$ cat config.mk
export PLATFORM = sky130hd
export DESIGN_NAME = axis_cpu_loader
export DESIGN_NICKNAME = d
export VERILOG_FILES = /design/src/rtl/axis_cpu_loader.sv
export SDC_FILE = /design/constraint.sdc
export NUM_CORES = 1
export LEC_CHECK = 0
export ABC_AREA = 1
export CORE_UTILIZATION = 36
export CTS_CLUSTER_SIZE = 24
export DETAILED_ROUTE_END_ITERATION = 16
export HOLD_SLACK_MARGIN = 0.08
export SYNTH_ARGS = -nofsm -noshare
export SYNTH_HDL_FRONTEND = slang
export SYNTH_SLANG_ARGS = --single-unit
$ cat constraint.sdc
create_clock -name clk -period 1.97 [get_ports clk]
set_clock_uncertainty 0.05 [all_clocks]
set_input_delay 0.197 -clock clk [delete_from_list [all_inputs] [get_ports clk]]
set_output_delay 0.197 -clock clk [all_outputs]
set_load 0.005 [all_outputs]
$ cat src/rtl/axis_cpu_loader.sv
// -----------------------------------------------------------------------------
// axis_cpu_loader
//   Programming front end for the streaming BPF-style CPU core. It parses a
//   32-bit AXI-Stream program image made of records and turns it into write
//   strobes for the instruction, immediate and jump-offset memories. The CPU
//   is held in reset while a load is in progress. When the packet ends, the
//   loader pulses done for a clean end or err for a malformed packet.
//
//   Record header: [31:30] target, [29:16] payload count, [15:0] start address.
//
// Ports
//   clk, rst        clock, synchronous active-high reset
//   prog_TDATA      program stream data (32)
//   prog_TVALID     program stream valid
//   prog_TREADY     program stream ready (low only while rst is high)
//   prog_TLAST      last beat of the program packet
//   mem_wr_en       one-cycle write strobe per payload word (latency 1)
//   mem_wr_sel      target memory: 0 instr, 1 imm, 2 jmp_off
//   mem_wr_addr     write address (CODE_ADDR_WIDTH)
//   mem_wr_data     write data (32)
//   hold_in_rst     CPU held in reset while high
//   done / err      one-cycle end-of-packet status pulses
// -----------------------------------------------------------------------------
module axis_cpu_loader #(
   parameter int unsigned CODE_ADDR_WIDTH = 10,
   parameter int unsigned IMM_WIDTH       = 32,
   parameter int unsigned JMP_OFF_WIDTH   = CODE_ADDR_WIDTH
) (
   input  logic                       clk,
   input  logic                       rst,
   input  logic [31:0]                prog_TDATA,
   input  logic                       prog_TVALID,
   output logic                       prog_TREADY,
   input  logic                       prog_TLAST,
   output logic                       mem_wr_en,
   output logic [1:0]                 mem_wr_sel,
   output logic [CODE_ADDR_WIDTH-1:0] mem_wr_addr,
   output logic [31:0]                mem_wr_data,
   output logic                       hold_in_rst,
   output logic                       done,
   output logic                       err
);

   // No sink reads data bits above its own width. Bits above the widest sink
   // are cleared. With the default IMM_WIDTH of 32 the data passes through
   // unchanged.
   localparam int unsigned SINK_W_A = (IMM_WIDTH > 8) ? IMM_WIDTH : 8;
   localparam int unsigned WIDEST   = (JMP_OFF_WIDTH > SINK_W_A) ? JMP_OFF_WIDTH : SINK_W_A;
   localparam logic [31:0] DATA_MASK = (WIDEST >= 32) ? 32'hFFFF_FFFF
                                                      : ((32'd1 << WIDEST) - 32'd1);

   typedef enum logic [1:0] {
      IDLE,
      HDR,
      PAYLOAD,
      DRAIN
   } state_e;

   state_e                     state_q;
   logic [1:0]                 tgt_q;
   logic [CODE_ADDR_WIDTH-1:0] addr_q;
   logic [13:0]                rem_q;

   logic                       wr_en_q;
   logic [1:0]                 wr_sel_q;
   logic [CODE_ADDR_WIDTH-1:0] wr_addr_q;
   logic [31:0]                wr_data_q;
   logic                       hold_q;
   logic                       done_q;
   logic                       err_q;

   logic                       acc;
   logic [1:0]                 hdr_tgt;
   logic [13:0]                hdr_cnt;
   logic [CODE_ADDR_WIDTH-1:0] hdr_addr;

   // Writes never stall, so the only cycles that are not ready are reset cycles.
   assign prog_TREADY = ~rst;
   assign acc         = prog_TVALID & prog_TREADY;

   assign hdr_tgt  = prog_TDATA[31:30];
   assign hdr_cnt  = prog_TDATA[29:16];
   assign hdr_addr = prog_TDATA[CODE_ADDR_WIDTH-1:0];

   always_ff @(posedge clk) begin
      if (rst) begin
         state_q   <= IDLE;
         tgt_q     <= '0;
         addr_q    <= '0;
         rem_q     <= '0;
         wr_en_q   <= 1'b0;
         wr_sel_q  <= '0;
         wr_addr_q <= '0;
         wr_data_q <= '0;
         hold_q    <= 1'b0;
         done_q    <= 1'b0;
         err_q     <= 1'b0;
      end else begin
         wr_en_q <= 1'b0;
         done_q  <= 1'b0;
         err_q   <= 1'b0;
         if (acc) begin
            case (state_q)
               IDLE, HDR: begin
                  // A header beat always raises hold. Ending the packet on the
                  // same beat clears it again through the later assignment.
                  hold_q <= 1'b1;
                  if (hdr_tgt == 2'd3) begin
                     if (prog_TLAST) begin
                        err_q   <= 1'b1;
                        hold_q  <= 1'b0;
                        state_q <= IDLE;
                     end else begin
                        state_q <= DRAIN;
                     end
                  end else if (hdr_cnt == '0) begin
                     if (prog_TLAST) begin
                        done_q  <= 1'b1;
                        hold_q  <= 1'b0;
                        state_q <= IDLE;
                     end else begin
                        state_q <= HDR;
                     end
                  end else if (prog_TLAST) begin
                     err_q   <= 1'b1;
                     hold_q  <= 1'b0;
                     state_q <= IDLE;
                  end else begin
                     tgt_q   <= hdr_tgt;
                     addr_q  <= hdr_addr;
                     rem_q   <= hdr_cnt;
                     state_q <= PAYLOAD;
                  end
               end
               PAYLOAD: begin
                  wr_en_q   <= 1'b1;
                  wr_sel_q  <= tgt_q;
                  wr_addr_q <= addr_q;
                  wr_data_q <= prog_TDATA & DATA_MASK;
                  addr_q    <= addr_q + CODE_ADDR_WIDTH'(1);
                  rem_q     <= rem_q - 14'd1;
                  if (rem_q == 14'd1) begin
                     if (prog_TLAST) begin
                        done_q  <= 1'b1;
                        hold_q  <= 1'b0;
                        state_q <= IDLE;
                     end else begin
                        state_q <= HDR;
                     end
                  end else if (prog_TLAST) begin
                     // A truncated record still writes this last beat.
                     err_q   <= 1'b1;
                     hold_q  <= 1'b0;
                     state_q <= IDLE;
                  end
               end
               DRAIN: begin
                  if (prog_TLAST) begin
                     err_q   <= 1'b1;
                     hold_q  <= 1'b0;
                     state_q <= IDLE;
                  end
               end
               default: state_q <= IDLE;
            endcase
         end
      end
   end

   assign mem_wr_en   = wr_en_q;
   assign mem_wr_sel  = wr_sel_q;
   assign mem_wr_addr = wr_addr_q;
   assign mem_wr_data = wr_data_q;
   assign hold_in_rst = hold_q;
   assign done        = done_q;
   assign err         = err_q;

endmodule

==> impl_metrics.tcl, run 1 <==
set metrics [dict create \
    synth_edf_count 0 \
    diodes 0 \
    tritoncts "done" \
    p_per_area_nw_per_um2 696.8 \
    die_area_um2 10140 \
    worstHoldStart "prog_TDATA[12]" \
    fmax_mhz 580.3 \
    reg2reg_to "addr_q[6]$_SDFFE_PP0P_" \
    endpoint_kind "output pin" \
    dp_hpwl_mm 6.652 \
    yosys_register_bits 76 \
    fin_ws_ps 246.8 \
    grt_max_degree 66 \
    worst_path_most_repeated_cell "clkdlybuf4s50_1" \
    synth_warnings 0 \
    drt_iter0_markers 124 \
    maxSlewViolCount 0 \
    first_pass_iters 4 \
    slew_headroom 0.7077 \
    hold_ws_ps 332.3 \
    leakagePower_uw 0.002124 \
    cts_root_buffer "clkbuf_8" \
    die_x_um 100.7 \
    yosys_most_used_dff "dfxtp_1" \
    core_um2 9328 \
    cp_cell_sequence "clkdlybuf4s50_1 > buf_4 > inv_2 > clkdlybuf4s50_1" \
    tns_ps 0 \
    avgRoutedWirePerCell_um 12.89 \
    cp_slowest_stage_delay_ps 520 \
    totalWireLength_mm 9.510 \
    antenna_found_initial 0 \
    cts_resized 0 \
    area_delta_synth_final_pct 35.50 \
    drc 0 \
    status "finished clean" \
    finalCriticalPeriod_ps 1723 \
    clk_latency_ps 350 \
    rsz0062_at_grt "no" \
    peakVddDrop_mv 0.3325 \
    start_util 0.3760 \
    layout_common_cells "nand2_1 (156), clkdlybuf4s50_1 (84), dfxtp_1 (76), nand3_1 (70), nor2_1 (63)" \
    postCtsHoldBufs 0 \
    fin_crit_sh 0.8747 \
    grtUsageTotal 0.1954 \
    finalSetupViolations 0 \
    nFillCells 912 \
    synth_cell_type_count 32 \
    portBuffers 84 \
    clkSinkCount 76 \
    synthTopCellsByArea "dfxtp_1 (43%), nand2_1 (17%), nand3_1 (10%), nor2_1 (6.7%), o21ai_0 (4.4%)" \
    grt-ovfl-total 0 \
    reg2reg_depth 7 \
    gp_congestion 0.8176 \
    holdCritPathClass "in -> reg" \
    syn-cell-area_um2 3507 \
    fp-row-count 35 \
    r2r_slack_ps 370 \
    io_pins 85 \
    max_cap_violations 0 \
    grt_pass1_vias 3296 \
    worstSetupPathType "in -> out" \
    synth-seq-area-share 0.4338 \
    critPathLaunch "rst" \
    layout-drive-gt1-share 0.08539 \
    netlist.area_leader.share 0.4338 \
    final_common_cell "nand2_1" \
    rr_startpoint "addr_q[0]$_SDFFE_PP0P_" \
    final_antenna_net_count 0 \
    nets 644 \
    grt_pass1_wl_mm 15.59 \
    cts_buffer_depth 2 \
    required_ps 1720 \
    postCtsSetupBuffers 0 \
    crit_fanout 10 \
    syn-num-nets 559 \
    path_clk_slew_ps 70 \
    final_util 0.5095 \
    synth_cells 520 \
    htree_levels 3 \
    worst_pin_slew_ps 436.9 \
    preCtsSetupSlack_ps 66.80 \
    crit_path_start_kind "input pin" \
    cts_buffers 9 \
    critPathSlowestCell "clkdlybuf4s50_1" \
    syn_area_per_cell_um2 6.744 \
    crit_path_end "prog_TREADY" \
    vias 3549 \
    vias_per_cell 4.809 \
    crit_arrival_ps 1480 \
    ys_async_sr_fraction 0 \
    die_h_um 100.7 \
    synth_largest_area_cell "dfxtp_1" \
    hold_viol 0 \
]
==> registers in the layout, indices dropped and copies added, names as in the netlist <==
| signal | count |
|---|---|
| mem_wr_data | 32 |
| state_q | 2 |
| done | 1 |
| rem_q | 14 |
| mem_wr_en | 1 |
| hold_in_rst | 1 |
| err | 1 |
| tgt_q | 2 |
| mem_wr_addr | 10 |
| addr_q | 10 |
| mem_wr_sel | 2 |
==> worst min path at each step <==
| stage | cells past startpoint | endpoint | slack (ps) |
|---|---|---|---|
| finish | 3 | mem_wr_data[12]$_SDFFE_PP0P_ | 330 |
| global placement | 2 | tgt_q[0]$_SDFFE_PP0P_ | 390 |
| detailed placement | 2 | tgt_q[0]$_SDFFE_PP0P_ | 390 |
| CTS | 3 | mem_wr_data[12]$_SDFFE_PP0P_ | 330 |
| global route | 3 | mem_wr_data[14]$_SDFFE_PP0P_ | 340 |
| floorplan | 2 | mem_wr_data[0]$_SDFFE_PP0P_ | 260 |
==> kinds of logic after synthesis <==
kind of cell	synth area share
flops	0.4338
mux	0.002854
compound gates	0.09490
xor+xnor	0.002498
buf+inv	0.07813
simple gates	0.3771
fa+ha+maj	0.01070
==> area by class of cell <==
type | instances | area, um2 | share of cell area
Multi-Input combinational cell | 380 | 1712 | 0.3602
Timing Repair Buffer | 101 | 1018 | 0.2143
Clock buffer | 11 | 151.4 | 0.03186
Tap cell | 129 | 161.4 | 0.03397
Sequential cell | 76 | 1521 | 0.3202
Inverter | 37 | 138.9 | 0.02923
Clock inverter | 4 | 48.80 | 0.01027
==> synth_stat cells, drive strengths merged, types with 2 or more instances <==
master    n
inv      37
dfxtp    76
or2       8
buf      11
nor2     65
nand2   160
nand4     5
o21ai    40
a21oi    18
nand3b    2
clkbuf   16
ha        3
nand3    70
a31oi     2
==> critical path: cells and delay by family <==
kind / cells / cell delay [ps]
buf+inv: 4 / 1270
==> where the power goes <==
group          internal [uW]  switching, uW  leakage [uW]  total, uW
sequential              1580           40.4      0.000616       1620
clock                    646            589      0.000105       1230
combinational            210            245       0.00140        456
total                   2440            875       0.00212       3310
==> per-layer routing <==
layer,GRT usage,up-vias,part of all wire
met2,0.3246,70,0.48
met3,0.04716,13,0.038
met4,0.05909,0,0.013
li1,-,1840,-
met5,0,-,0
met1,0.2508,1626,0.47
==> per-stage QoR <==
step | area, um2 | total power (uW) | std cells
6_report | 4752 | 3311 | 738
5_1_grt | 4752 | 3472 | 738
4_1_cts | 4752 | 3337 | 738
3_5_place_dp | 4552 | 2111 | 723
3_3_place_gp | 4552 | 2104 | 723
2_1_floorplan | 3507 | 1907 | 520
No activity file was read; power rests on OpenSTA's default activity.
==> run 2, diff against run 1 <==
==> constraint.sdc (replaced) <==
create_clock -name clk -period 1.97 [get_ports clk]
set_clock_uncertainty 0.05 [all_clocks]
set_input_delay 0.591 -clock clk [delete_from_list [all_inputs] [get_ports clk]]
set_output_delay 0.591 -clock clk [all_outputs]
set_load 0.005 [all_outputs]
==> impl_metrics.tcl, run 2 (synthesis gave the netlist of run 1 again) <==
set metrics [dict create \
    finalSetupViolations 0 \
    dpl-instance-area_um2 4735 \
    die_area_um2 10140 \
    final_common_cell "nand2_1" \
    io_pins 85 \
    rr_startpoint "rem_q[0]$_SDFFE_PP0P_" \
    crit_fanout 19 \
    fin_crit_sh 0.9752 \
    preCtsSetupSlack_ps -357.2 \
    grt_pass1_vias 3368 \
    diodes 0 \
    postCtsHoldBufs 0 \
    postCtsSetupBuffers 0 \
    crit_family "simple AND/OR/NAND/NOR gates" \
    critPathSlowestCell "clkdlybuf4s50_1" \
    leakagePower_uw 0.002215 \
    portBuffers 84 \
    hold_viol 0 \
    status "finished clean" \
    final_antenna_net_count 0 \
    drc 0 \
    die_x_um 100.7 \
    start_util 0.3760 \
    critPathLaunch "prog_TDATA[16]" \
    die_h_um 100.7 \
    multi_input_area_um2 1718 \
    dp_hpwl_mm 6.722 \
    clk_latency_ps 340 \
    cts_buffers 9 \
    layoutNonFillerInstCount 759 \
    final_area_um2 4917 \
    p_per_area_nw_per_um2 648.1 \
    nets 665 \
    antenna_found_initial 0 \
    totalWireLength_mm 9.206 \
    path_clk_slew_ps 80 \
    holdCritPathClass "reg -> reg" \
    grtUsageTotal 0.1918 \
    worstSetupPathType "in -> reg" \
    fp-row-count 35 \
    final_util 0.5272 \
    worst_pin_slew_ps 650.0 \
    cp_slowest_stage_delay_ps 420 \
    slew_headroom 0.5667 \
    grt_max_degree 66 \
    tritoncts "done" \
    crit_path_end "rem_q[4]$_SDFFE_PP0P_" \
    path_buf_inv 2 \
    crit_path_start_kind "input pin" \
    maxSlewViolCount 0 \
    required_ps 2150 \
    fmax_mhz 520.5 \
    first_pass_iters 4 \
    layout_common_cells "nand2_1 (156), clkdlybuf4s50_1 (82), dfxtp_1 (76), nand3_1 (70), nor2_1 (62)" \
    reg2reg_depth 11 \
    rsz0062_at_grt "no" \
    core_um2 9328 \
    htree_levels 3 \
    cts_buffer_depth 2 \
    peakVddDrop_mv 0.3039 \
    grt-ovfl-total 0 \
    cp_cell_sequence "clkdlybuf4s50_1 > or2_1 > nor2_2 > nand2_1 > nand2_2 > nand2_2 > buf_12 > o21ai_0 > a21oi_1" \
    r2r_slack_ps 360 \
    fin_ws_ps 48.91 \
    max_cap_violations 0 \
    cts_root_buffer "clkbuf_8" \
    area_delta_synth_final_pct 40.21 \
    dp.cells 744 \
    reg2reg_to "rem_q[10]$_SDFFE_PP0P_" \
    crit_arrival_ps 2100 \
    drt_iter0_markers 143 \
    finalCriticalPeriod_ps 1921 \
    grt_pass1_wl_mm 15.45 \
    endpoint_kind "flop" \
    seqCellArea_um2 1521 \
    avgRoutedWirePerCell_um 12.13 \
    gp_congestion 0.8246 \
    worst_path_most_repeated_cell "nand2_2" \
    vias_per_cell 4.642 \
    largest_reg_flops 32 \
    clkSinkCount 76 \
    cp.depth 9 \
    total_power_uw 3187 \
    vias 3523 \
    layout-drive-gt1-share 0.1190 \
    nFillCells 943 \
]
-- run 2: final cells by class --
cell class                 count  share of cell area
multi-input combinational    380              0.3494
sequential                    76              0.3094
timing repair buffer         122              0.2438
tap                          129             0.03282
clock buffer                  11             0.03079
inverter                      37             0.02875
clock inverter                 4            0.005089
-- run 2: power breakdown --
part | switching, uW | total, uW | internal, uW | leakage [uW]
Clock | 570 | 1090 | 515 | 0.0000872
Sequential | 39.5 | 1620 | 1580 | 0.000616
Combinational | 249 | 482 | 233 | 0.00151
-- run 2: worst min-delay path by stage --
stage / startpoint / end / slack, ps / cells after the start
after floorplan: tgt_q[0]$_SDFFE_PP0P_ / tgt_q[0]$_SDFFE_PP0P_ / 370 / 2
after global placement: tgt_q[0]$_SDFFE_PP0P_ / tgt_q[0]$_SDFFE_PP0P_ / 390 / 2
after detailed placement: tgt_q[1]$_SDFFE_PP0P_ / tgt_q[1]$_SDFFE_PP0P_ / 400 / 2
after CTS: tgt_q[1]$_SDFFE_PP0P_ / tgt_q[1]$_SDFFE_PP0P_ / 410 / 2
after global routing: tgt_q[1]$_SDFFE_PP0P_ / tgt_q[1]$_SDFFE_PP0P_ / 430 / 2
final: tgt_q[1]$_SDFFE_PP0P_ / tgt_q[1]$_SDFFE_PP0P_ / 410 / 2
-- run 2: metrics by stage --
stage	hold slack, ps	setup TNS (ps)
3_3_place_gp	392.2	-15930
4_1_cts	412.8	0
5_1_grt	434.3	0
6_report	405.2	0
2_1_floorplan	374.0	0
3_5_place_dp	401.5	-17070
-- run 2: worst reg2reg max path: cells and delay by family, from the launching register on --
family | cells | cell delay [ps]
adders and majority gates | 1 | 200
buffers and inverters | 3 | 230
DFF | 1 | 340
AOI/OAI and AO/OA | 2 | 230
and+or+nand+nor | 5 | 460
-- run 2: routing by layer --
| metal | vias up | routed length (um) | global-route usage |
|---|---|---|---|
| li1 | 1881 | - | - |
| met1 | 1577 | 4269 | 0.2426 |
| met2 | 56 | 4525 | 0.3288 |
| met3 | 9 | 309 | 0.02982 |
| met4 | 0 | 101 | 0.07246 |
| met5 | - | 0 | 0 |
-- run 2: what timing repair did --
action / in CTS / in global routing
gates resized for setup: 2 / 6
setup endpoints to repair: 1 / 13
pin swaps: 0 / 0
